`src/rtl/tdm_demux_16.sv`:
```
// Serial-to-parallel TDM receiver: steers slot n of each frame to dout[n] and strobes
// frame_valid when a full frame lands. Define TDM_PARITY_EN for an even-parity slot per frame.
module tdm_demux_16 #(
  parameter int LANES = 16,
  parameter int SEL_W = 4
) (
  input  logic             clk,
  input  logic             rst_n,
  input  logic             din,
  input  logic             din_valid,
  input  logic             frame_start,
  output logic [0:LANES-1] dout,
  output logic             frame_valid,
  output logic             sync_err,
`ifdef TDM_PARITY_EN
  output logic             par_err,
`endif
  output logic [SEL_W-1:0] slot,
  output logic             busy
);

  // Handshake: din/frame_start are sampled only on edges where din_valid=1; when
  // din_valid=0 every register holds and the pulse outputs drop to 0.

`ifdef TDM_PARITY_EN
  localparam int CNT_W = SEL_W + 1;
  localparam int LAST  = LANES;
`else
  localparam int CNT_W = SEL_W;
  localparam int LAST  = LANES - 1;
`endif

  typedef enum logic {HUNT = 1'b0, COLLECT = 1'b1} state_t;

  state_t           state;
  logic [CNT_W-1:0] cnt;
  logic [0:LANES-1] shadow;

  assign slot = cnt[SEL_W-1:0];
  // busy is the FSM state register itself, so it doubles as the state debug view.
  assign busy = (state == COLLECT);

  always_ff @(posedge clk or negedge rst_n) begin
    if (!rst_n) begin
      state       <= HUNT;
      cnt         <= '0;
      shadow      <= '0;
      dout        <= '0;
      frame_valid <= 1'b0;
      sync_err    <= 1'b0;
`ifdef TDM_PARITY_EN
      par_err     <= 1'b0;
`endif
    end else begin
      frame_valid <= 1'b0;
      sync_err    <= 1'b0;
`ifdef TDM_PARITY_EN
      par_err     <= 1'b0;
`endif
      if (din_valid) begin
        if (frame_start) begin
          // A start mid-frame abandons the partial frame but still opens a new one.
          shadow[0] <= din;
          cnt       <= CNT_W'(1);
          state     <= COLLECT;
          if (state == COLLECT && cnt != '0)
            sync_err <= 1'b1;
        end else if (state == COLLECT) begin
          if (cnt == '0) begin
            sync_err <= 1'b1;
            state    <= HUNT;
          end else if (cnt == CNT_W'(LAST)) begin
            cnt <= '0;
`ifdef TDM_PARITY_EN
            if (din == ^shadow) begin
              dout        <= shadow;
              frame_valid <= 1'b1;
            end else begin
              par_err <= 1'b1;
            end
`else
            shadow[LANES-1] <= din;
            dout            <= {shadow[0:LANES-2], din};
            frame_valid     <= 1'b1;
`endif
          end else begin
            shadow[cnt[SEL_W-1:0]] <= din;
            cnt                    <= cnt + 1'b1;
          end
        end
      end
    end
  end

endmodule
```
`config.mk`:
```
export PLATFORM = sky130hd
export DESIGN_NAME = tdm_demux_16
export DESIGN_NICKNAME = d
export VERILOG_FILES = /design/src/rtl/tdm_demux_16.sv
export SDC_FILE = /design/constraint.sdc
export NUM_CORES = 1
export LEC_CHECK = 0
export ABC_AREA = 1
export CORE_ASPECT_RATIO = 1.5
export CORE_MARGIN = 2
export CORE_UTILIZATION = 47
export CTS_CLUSTER_SIZE = 25
export DETAILED_ROUTE_END_ITERATION = 12
export PLACE_DENSITY = 0.74
export SYNTH_ARGS = -nofsm -noshare
export SYNTH_HDL_FRONTEND = slang
export SYNTH_SLANG_ARGS = --single-unit
```
`constraint.sdc`:
```
create_clock -name clk -period 1.5 [get_ports clk]
set_input_delay 0.3 -clock clk [delete_from_list [all_inputs] [get_ports clk]]
set_output_delay 0.3 -clock clk [all_outputs]
set_load 0.01 [all_outputs]
```
# After elaboration in Yosys (flattened, before gate mapping)
# Index checks and enable logic that the tools add are counted.
[totals]
output_inout_bits = 23
inputBits = 5
wordCells = 53
register_bits = 39
[op_classes]
eq_ne = 3
mux = 25
n_lt_le_gt_ge = 2
n_reduce_logical = 10
add_sub_neg = 1
n_bitwise = 4
[op_table]
columns = ["cell", "count"]
rows = [
  ["$mux W16", 2],
  ["$bwmux W16", 1],
  ["$mux W1", 16],
  ["$mux W4", 4],
  ["$mux W15", 1],
  ["$reduce_and A5 Y1", 2],
  ["$reduce_and A4 Y1", 2],
  ["$ge A5 B5 Y1 const B", 1],
  ["$lt A5 B1 Y1 const B", 1],
  ["$not A4 Y5", 1],
  ["$add A4 B1 Y4 const B", 1],
  ["$demux W1 S4", 1],
  ["$eq A4 B4 Y1 const B", 1],
  ["$logic_not A4 Y1", 1],
  ["$ne A2 B2 Y1 const B", 2],
  ["$reduce_bool A4 Y1", 1],
  ["$not A1 Y1", 3],
  ["$reduce_and A3 Y1", 1],
  ["$logic_and A1 B1 Y1", 2],
  ["$reduce_bool A2 Y1", 1],
]

# Logic depth before layout (Yosys ltp)
# Gate-level depths: netlist of the first run.
[depth]
depth_word = 10
mapped_depth = 9
mapped_depth_nobuf = 8

# Least setup slack after synthesis of the first run
# Ideal clock, no wire load.
[synth_path]
path_type = "register to register"
start = "register cnt[0] (netlist: slot[0])"
end = "register shadow[4] (netlist name)"
n_path_buf = 1
path_slack_ns = -0.033
synth_period_minus_slack_ns = 1.533
t_required_ns = 1.383
t_arrival_ns = 1.416
setup_ns = 0.117
stages_incl_launch_ff = 9
path_cell_list = "dfrtp_1 ha_1 inv_1 o21ai_4 nor2_8 buf_6 nand2_1 nand2_1 nand2_1"
[synth_via]
elab_chain_cells = 6
word_cells_on_any_way = 12
cone_classes = "2 x order compare; 1 x eq/ne; 3 x mux; 3 x bitwise; 3 x reduce/logical"
[synth_rtl]
columns = ["element", "line", "rtl"]
rows = [
  ["start, declared", "36", "logic [CNT_W-1:0] cnt;"],
  ["start signal, assigned", "88", "cnt <= cnt + 1'b1;"],
  ["$not A4 Y5 (implied by the code)", "87", "shadow[cnt[SEL_W-1:0]] <= din;"],
  ["$ge A5 B5 Y1 (implied by the code) / $lt A5 B1 Y1 (equally long branches)", "87", ""],
  ["$logic_and A1 B1 Y1 (implied by the code)", "87", ""],
  ["$mux W1 (implied by the code)", "87", ""],
  ["$demux W1 S4", "87", ""],
  ["$bwmux W16", "87", ""],
  ["end signal, assigned by index", "82", "shadow[LANES-1] <= din;"],
  ["end signal, assigned by index", "87", ""],
  ["end, declared", "37", "logic [0:LANES-1] shadow;"],
]
# Parallel ways exist; a longest one is shown, timed or not.
# A chain may end at the register's enable or synchronous reset.

# Final worst setup path of the first run
[layout_path]
start = "register dout[3] (netlist name)"
end = "output dout[3] (netlist name)"
[layout_lines]
columns = ["element", "line", "rtl"]
rows = [
  ["start, declared", "12", "output logic [0:LANES-1] dout,"],
  ["start signal, assigned", "83", "dout <= {shadow[0:LANES-2], din};"],
]
# No word-level cell between the ends.

==> metrics, run 1 <==
outcome=finished, final reports clean; Post-CTS Hold Fix Bufs=0; buffer levels on the longest clock path=2; Synth Instances=between 200 and 250; number of nets with antenna violations after routing=0; initial antenna violation count=0; Final Routed Wirelength=between 3000 and 4000 um; die area=4300 um2; worst r2r src=slot[1]$_DFFE_PN0P_; vias=about 1500; Ports=28; post-synthesis cell type count=21; Startpoint Class=flop; Seq/Total Area, Yosys=53.4%; dpl hpwl=between 2000 and 2500 um; routability cong.=0.789; Place WS=-0.125 ns; First-pass DRT Iterations=5; Slew Viols, Final=0; leading cell types in the layout, fill and taps excluded=nand2_1 (102), dfrtp_1 (35), nand3_1 (18); Slew @ Worst Pin=approximately 0.46 ns; clk slew on worst S/H paths=~0.07 ns; commonest non-fill, non-tap cell in the layout=nand2_1; aggregate global routing overflow=0; Core Area=~3600 um2; crit-path cells=clkdlybuf4s50_1; Core Rows=27; Final Cycle Share=98.0%; FF-to-FF setup slack=approximately 0.06 ns; initial DRC count=58; Worst-Skew Late Latency=roughly 0.3 ns; number of global-route vias before repair=roughly 1500; fin crit period=roughly 1.5 ns; FMAX=680 MHz; Global Route Usage Sum=between 10% and 20%; PD cells=around 1300 nW/um2; synthesized area per cell=8.31 um2; DP Cell Count=between 200 and 300; H-tree depth=2; YS warnings=0; Synth area leader=dfrtp_1; critical path peak fanout=2; first-pass GRT wire length=~6000 um; die width=54.2 um; Tot Pwr=between 0.003 and 0.004 W; Worst slew margin=between 60% and 70%; WP buf/inv=1; slowest CP cell=clkdlybuf4s50_1; Setup WS post-layout=around 0.030 ns; worst hold path type=input port to asynchronous set/reset pin; share of cells above drive strength 1=between 10% and 20%; Synth Net Count=roughly 220; crit path kind=flop to output pin; Seq cells post-synth=38; Largest stage delay, worst path=0.53 ns; Critical Path AT=1.17 ns; Critical Path RT=1.20 ns; reg2reg end=shadow[3]$_DFFE_PN0P_; Avg WL per Cell=roughly 12 um; Leak=approximately 1.5 nW; crit end category=output pin; IO Port Bufs=27; share of the synthesized area in the top cell type=between 50 and 60%; Clock Skew=0.00440 ns; drt drc=0; mapped cell area=about 1800 um2; total clock sinks=38; CTS root buffer=clkbuf_8; largest net degree at the start of global routing=39; total CTS buffers=5; Final Non-Filler Cells=between 300 and 400; starting density of the core=roughly half; Final nets=273; top cells by area, synth=dfrtp_1 (53%), nand2_1 (22%), nand3_1 (5.1%), nor2_1 (3.2%), ha_1 (2.8%); max-cap violation count=0; Layout Utilization=66.3%; number of hold violations in the final report=0; worst reg2reg path depth=9; Syn-to-layout area delta=35.9%; final-report setup violation count=0; number of diodes=0; CTS tree=yes; number of vias per cell=5.01; peak supply drop=a little over 0.9 mV; tightest hold margin=roughly 0.037 ns; critical path's top delay family=buffers and inverters; Die Height=between 70 and 80 um
-- per-stage QoR --
stage,setup TNS [ns],area (um2)
2_1_floorplan,0,1780
3_3_place_gp,-1.20,2170
3_5_place_dp,-1.69,2170
4_1_cts,-0.000366,2300
5_1_grt,-0.0356,2420
6_report,0,2420
-- metal layers --
| metal | up-vias | GRT usage, % | wire length, um |
|---|---|---|---|
| met1 | 708 | 21.0 | 1430 |
| met5 | - | 0 | 0 |
| met2 | 52 | 32.4 | 1890 |
| met3 | 12 | 5.08 | 180 |
| met4 | 0 | 12.0 | 116 |
| li1 | 770 | - | - |
-- cell usage after synthesis --
| library cell | number |
|---|---|
| nand2_1 | 103 |
| dfrtp_1 | 38 |
| nand3_1 | 18 |
| nor2_1 | 15 |
| inv_1 | 10 |
| o21ai_0 | 6 |
| ha_1 | 4 |
| buf_6 | 3 |
| inv_2 | 3 |
| nand2_4 | 2 |
| o21ai_1 | 2 |
| a21oi_1 | 1 |
| buf_2 | 1 |
| clkbuf_1 | 1 |
| clkinv_2 | 1 |
| nand3_2 | 1 |
| nand3_4 | 1 |
| nand4_1 | 1 |
| nor2_4 | 1 |
| nor2_8 | 1 |
| o21ai_4 | 1 |
-- worst max-delay path by stage --
stage	startpoint	to	slack, ns	depth (start not counted)
2_1_floorplan	slot[0]$_DFFE_PN0P_	shadow[4]$_DFFE_PN0P_	0.04	9
3_3_place_gp	din_valid	shadow[6]$_DFFE_PN0P_	-0.11	8
3_5_place_dp	din_valid	shadow[8]$_DFFE_PN0P_	-0.12	8
4_1_cts	slot[1]$_DFFE_PN0P_	shadow[4]$_DFFE_PN0P_	-0.0004	8
5_1_grt	slot[1]$_DFFE_PN0P_	slot[2]$_DFFE_PN0P_	-0.04	9
6_report	dout[3]$_DFFE_PN0P_	dout[3]	0.03	1
-- worst register-to-register path: stages, from the launching register on --
cell	delay, ns
dfrtp_1	0.40
buf_6	0.14
inv_2	0.07
ha_4	0.15
nand3_4	0.11
nand2_8	0.13
nor2_4	0.06
buf_12	0.15
nand3_1	0.08
nand2_1	0.06
-- flip-flops by register name, indices dropped and copies added, names as in the netlist --
signal and cells:
dout 16, shadow 15, slot 4, busy 1, frame_valid 1, sync_err 1
-- power breakdown --
| group | internal, W | switching, W |
|---|---|---|
| clock network | 0.000370 | 0.000347 |
| registers | 0.00115 | 0.0000872 |
| logic | 0.000468 | 0.000610 |
-- layout make-up --
| cell class | instances | area, um2 |
|---|---|---|
| inverter | 14 | 57.6 |
| tap | 43 | 53.8 |
| fill | 290 | 1230 |
| multi-input combinational | 159 | 798 |
| clock inverter | 1 | 5.00 |
| clock buffer | 7 | 86.3 |
| timing repair buffer | 46 | 463 |
| sequential | 38 | 955 |
-- cell families after synthesis --
kind of cell    count (synthesis)  synth area share (%)
simple gates                  143                  34.9
flops                          38                  53.4
buf+inv                        19                  5.41
compound gates                 10                  3.45
fa+ha+maj                       4                  2.81
-- repair_timing --
action	in CTS	in global routing
endpoints found under the setup margin	7	51
buffers inserted	3	1
pin swaps	2	4
gates cloned	0	2
gates resized for setup	9	27
No activity file was read; power rests on OpenSTA's default activity.
==> inputs of run 2 (changes only) <==
Settings changed: ABC_CLOCK_PERIOD_IN_PS set to 1500, PLACE_DENSITY 0.74 to 0.86.
==> run 2 against run 1 <==
  * Via count fell by 2.8%
  * Critical path depth did not move
  * Register-to-register slack improved by 0.03 ns
  * Hold slack improved by 0.34 ns
  * Clock skew rose by 0.0024 ns
  * Final cell count fell by 1.6%
  * Utilization fell by 0.31 points
  * Clock power rose by 48%
  * Sequential share of layout area rose by 0.13 points
==> metrics, run 2 (synthesis gave the netlist of run 1 again) <==
Critical Path RT=1.20 ns (about the same); Core Area=3650 um2 (unchanged); Worst slew margin=74.0% (+4.8 points); FMAX=692 MHz (+1.7%); CTS root buffer=clkbuf_8; Tot Pwr=0.00321 W (+5.6%); Avg WL per Cell=11.9 um (+1.7%); Leak=1.54 nW (+0.11%); number of hold violations in the final report=0 (unchanged); largest net degree at the start of global routing=39 (unchanged); critical path peak fanout=1 (-1); Die Height=79.4 um (unchanged); first-pass GRT wire length=6170 um (+2.5%); worst hold path type=input port to asynchronous set/reset pin; crit path kind=flop to output pin; outcome=finished, final reports clean; met1 WL=1410 um (-2.0%); Ports=28 (unchanged); CTS tree=yes; total CTS buffers=5 (unchanged); die area=4300 um2 (unchanged); max reg flops=16 (unchanged); die width=54.2 um (unchanged); FF-to-FF setup slack=0.09 ns (+0.03 ns); final-report setup violation count=0 (unchanged); WP buf/inv=1 (unchanged); starting density of the core=48.8% (unchanged); total clock sinks=38 (unchanged); routability cong.=0.830 (+5.2%); buffer levels on the longest clock path=2 (unchanged); H-tree depth=2 (unchanged); Final nets=268 (-1.8%); max-cap violation count=0 (unchanged); critical path's top delay family=buffers and inverters; Final Cycle Share=96.3% (-1.6 points); number of vias per cell=4.95 (-1.2%); dpl hpwl=2380 um (+0.91%); met2 wire length=1990 um (+5.5%); slowest CP cell=clkdlybuf4s50_1; Top reg by flops=dout; Global Route Usage Sum=19.6% (+0.11 points); Startpoint Class=flop; Core Rows=27 (unchanged); IO Port Bufs=27 (unchanged); Largest stage delay, worst path=0.53 ns (about the same); drt drc=0 (unchanged); crit-path cells=clkdlybuf4s50_1; initial antenna violation count=0 (unchanged); tightest hold margin=0.378 ns (+0.342 ns); PD cells=1330 nW/um2 (+6.1%); share of cells above drive strength 1=17.3% (-1.6 points); aggregate global routing overflow=0 (unchanged); peak supply drop=0.911 mV (+0.24%); Slew @ Worst Pin=0.388 ns (-0.0737 ns); crit end category=output pin; Final Routed Wirelength=3620 um (unchanged); Slew Viols, Final=0 (unchanged); number of global-route vias before repair=1434 (-1.5%); Layout Utilization=66.0% (-0.31 points); Clock Skew=0.00680 ns (+0.00240 ns); fin crit period=1.44 ns (-0.0247 ns); commonest non-fill, non-tap cell in the layout=nand2_1; number of diodes=0 (unchanged); DR WL met3=152 um (-16%); initial DRC count=30 (-48%); clk slew on worst S/H paths=0.07 ns (about the same); First-pass DRT Iterations=4 (-1); RSZ-0062 raised after global routing=false; top layer in use=met4; Critical Path AT=1.14 ns (-0.03 ns); Syn-to-layout area delta=35.3%; vias=1499 (-2.8%); Worst-Skew Late Latency=0.29 ns (about the same); leading cell types in the layout, fill and taps excluded=nand2_1 (102), dfrtp_1 (36), nand3_1 (18); number of nets with antenna violations after routing=0 (unchanged)
-- run 2: per-layer routing --
layer	global-route usage (%)	up-vias
li1	-	760
met5	0	-
met1	22.6	702
met2	33.5	30
met4	7.25	0
met3	5.08	7
-- run 2: what timing repair did --
action                                  4_1_cts  5_1_grt
hold endpoints to repair                      0        0
gates cloned                                  1        2
buffers inserted                              1        1
endpoints found under the setup margin        6       48
resized for setup                             6       27
hold buffers                                  0        0
pin swaps                                     1        5
-- run 2: layout make-up --
class,count,area (um2)
clock buffer,6,82.6
clock inverter,2,60.1
fill,287,1240
inverter,14,56.3
multi-input combinational,160,783
sequential,38,953
tap,43,53.8
timing repair buffer,40,418
-- run 2: worst paths after layout --
check	start	end	cells past startpoint
max in group asynchronous	rst_n	slot[3]$_DFFE_PN0P_	2
worst min register to register	shadow[7]$_DFFE_PN0P_	dout[7]$_DFFE_PN0P_	2
worst min-delay path	rst_n	shadow[6]$_DFFE_PN0P_	2
worst max register to register	slot[1]$_DFFE_PN0P_	shadow[8]$_DFFE_PN0P_	6
worst max-delay path	sync_err$_DFF_PN0_	sync_err	1
min in group clk	shadow[7]$_DFFE_PN0P_	dout[7]$_DFFE_PN0P_	2
-- run 2: through the flow --
step	setup slack [ns]	TNS, ns	cell area (um2)	cells
global route	0.0106	0	2410	303
finish	0.0551	0	2410	303
floorplan	0.0410	0	1780	214
CTS	0.00760	0	2320	301
detailed placement	-0.171	-2.19	2160	291
global placement	-0.110	-1.37	2160	291
-- run 2: power breakdown --
part	internal, W	switching (W)
registers	0.00115	0.000108
clock network	0.000709	0.000348
logic	0.000342	0.000548
total	0.00220	0.00100
==> inputs of run 3 (changes only) <==
Settings changed: CORE_MARGIN 2 to 4, GPL_TIMING_DRIVEN set to 1.
==> run 3 against run 2 <==
  * Fmax is 2.0% lower
  * Non-clock buffer count is 3 higher
  * Routed wire length is 5.0% higher
  * Sequential power hardly changed
  * Register-to-register slack worse by 0.05 ns
  * Via count is 3.5% higher
  * Clock power is 31% lower
  * Count of clock-buffer cells in the layout stayed put
  * Power is 7.9% lower
  * Global-route usage is 2.8 points lower
  * Largest cell class unchanged
==> metrics, run 3 (synthesis gave the netlist of run 1 again) <==
outcome=finished, final reports clean; number of hold violations in the final report=0 (unchanged); dpl hpwl=2460 um (+3.5%); H-tree depth=2 (unchanged); max-cap violation count=0 (unchanged); M2 GR Usage=27.4% (-6.1 points); Slew Viols, Final=0 (unchanged); Top reg by flops=dout; Fill cells=289 (+0.70%); crit end category=output pin; initial antenna violation count=0 (unchanged); die width=58.2 um (+7.4%); share of cells above drive strength 1=17.9% (+0.56 points); Startpoint Class=flop; clk slew on worst S/H paths=0.08 ns (about the same); Critical Path AT=1.17 ns (+0.03 ns); Place WS=-0.122 ns (+0.0491 ns); Final nets=271 (+1.1%); global routing's busiest layer=met2; FMAX=678 MHz (-2.0%); Final Cycle Share=98.3% (+1.9 points); RSZ-0062 raised after global routing=true; critical path peak fanout=2 (+1); CTS root buffer=clkbuf_8; Leak=1.49 nW (-2.8%); total CTS buffers=5 (unchanged); number of vias per cell=5.07 (+2.5%); IO Port Bufs=27 (unchanged); CTS tree=yes; Largest stage delay, worst path=0.53 ns (about the same); initial DRC count=66 (+120%); Core Rows=27 (unchanged); routability cong.=0.834 (+0.45%); Comb power frac=32.7% (+4.9 points); Avg WL per Cell=12.4 um (+4.0%); critical path's top delay family=buffers and inverters; Syn-to-layout area delta=35.2%; commonest non-fill, non-tap cell in the layout=nand2_1; Sw Pwr=0.00105 W (+4.9%); WP buf/inv=1 (unchanged); slowest CP cell=clkdlybuf4s50_1; largest net degree at the start of global routing=39 (unchanged); PD cells=1230 nW/um2 (-7.8%); met3 usage in global routing=3.73% (-1.3 points); crit-path cells=clkdlybuf4s50_1; Worst-Skew Late Latency=0.29 ns (about the same); leading cell types in the layout, fill and taps excluded=nand2_1 (102), dfrtp_1 (36), nand3_1 (18); die area=4850 um2 (+13%); Ports=28 (unchanged); Die Height=83.4 um (+5.0%); Critical Path RT=1.20 ns (about the same); final-report setup violation count=0 (unchanged); clock share of power=24.8% (-8.2 points); peak supply drop=1.07 mV (+18%); First-pass DRT Iterations=4 (unchanged); met1 Use GR=21.3% (-1.3 points); Core Area=3650 um2 (unchanged); aggregate global routing overflow=0 (unchanged); buffer levels on the longest clock path=2 (unchanged); fin crit period=1.47 ns (+0.0291 ns); Slew @ Worst Pin=0.209 ns (-0.180 ns); drt drc=0 (unchanged); worst hold path type=input port to asynchronous set/reset pin; P_int=0.00190 W (-14%); Setup WS post-layout=0.0260 ns (-0.0291 ns); Post-CTS Hold Fix Bufs=0 (unchanged); vias=1551 (+3.5%); Sw Ratio=35.6% (+4.3 points); max reg flops=16 (unchanged); Final Routed Wirelength=3800 um (+5.0%); number of diodes=0 (unchanged); crit path kind=flop to output pin; placed instance area=2160 um2 (unchanged); total clock sinks=38 (unchanged); proportion of power drawn by flip-flops and latches=42.5% (+3.2 points); setup TNS=0 ns (unchanged); Clock Skew=0.00508 ns (-0.00172 ns); fin area=2400 um2 (-0.10%); starting density of the core=48.8% (unchanged); number of nets with antenna violations after routing=0 (unchanged); Worst slew margin=86.1% (+12 points); Global Route Usage Sum=16.8% (-2.8 points); number of global-route vias before repair=1485 (+3.6%); first-pass GRT wire length=6480 um (+5.0%)
run 3: cell type report:
class                           instances  area [um2]  share of cell area, %
Clock inverter                          2        12.5                  0.520
Timing Repair Buffer                   43         447                   18.6
Sequential cell                        38         953                   39.6
Multi-Input combinational cell        160         800                   33.2
Clock buffer                            6        82.6                   3.43
Tap cell                               43        53.8                   2.24
Inverter                               14        56.3                   2.34
run 3: power groups by stage:
stage               Clock [W]  Combinational [W]  Sequential, W
finish               0.000732           0.000966        0.00126
global route         0.000793            0.00108        0.00128
CTS                  0.000743           0.000809        0.00125
detailed placement          0           0.000808        0.00127
global placement            0           0.000790        0.00127
floorplan                   0           0.000456        0.00130
run 3: path summary, 6_finish.rpt:
path	start	end	slack, ns	depth (start not counted)
min in group clk	shadow[1]$_DFFE_PN0P_	shadow[1]$_DFFE_PN0P_	0.47	2
setup / recovery	dout[1]$_DFFE_PN0P_	dout[1]	0.03	1
hold reg to reg	shadow[1]$_DFFE_PN0P_	shadow[1]$_DFFE_PN0P_	0.47	2
max in group asynchronous	rst_n	slot[3]$_DFFE_PN0P_	0.93	2
setup reg to reg	slot[1]$_DFFE_PN0P_	shadow[6]$_DFFE_PN0P_	0.04	9
hold / removal	rst_n	dout[0]$_DFFE_PN0P_	0.37	2
run 3: through the flow:
| stage | cells | util (%) | hold WS [ns] | power [W] |
|---|---|---|---|---|
| 2_1_floorplan | 214 | - | 0.00441 | 0.00175 |
| 3_3_place_gp | 291 | 59.3 | 0.456 | 0.00206 |
| 3_5_place_dp | 291 | 59.3 | 0.459 | 0.00208 |
| 4_1_cts | 301 | 62.3 | 0.386 | 0.00280 |
| 5_1_grt | 306 | 65.9 | 0.392 | 0.00315 |
| 6_report | 306 | 65.9 | 0.374 | 0.00295 |
run 3: timing repair:
action | in CTS | in global routing
gates resized for setup | 7 | 26
gates cloned | 1 | 2
pin swaps | 1 | 2
setup endpoints to repair | 7 | 48
endpoints found under the hold margin | 0 | 0
setup buffers | 1 | 3
run 3: per-layer routing:
| metal | share of wire [%] | wire [um] | vias up |
|---|---|---|---|
| li1 | - | - | 768 |
| met2 | 52 | 1970 | 38 |
| met4 | 2.2 | 84 | 0 |
| met1 | 41 | 1570 | 735 |
| met5 | 0 | 0 | - |
| met3 | 4.8 | 184 | 10 |
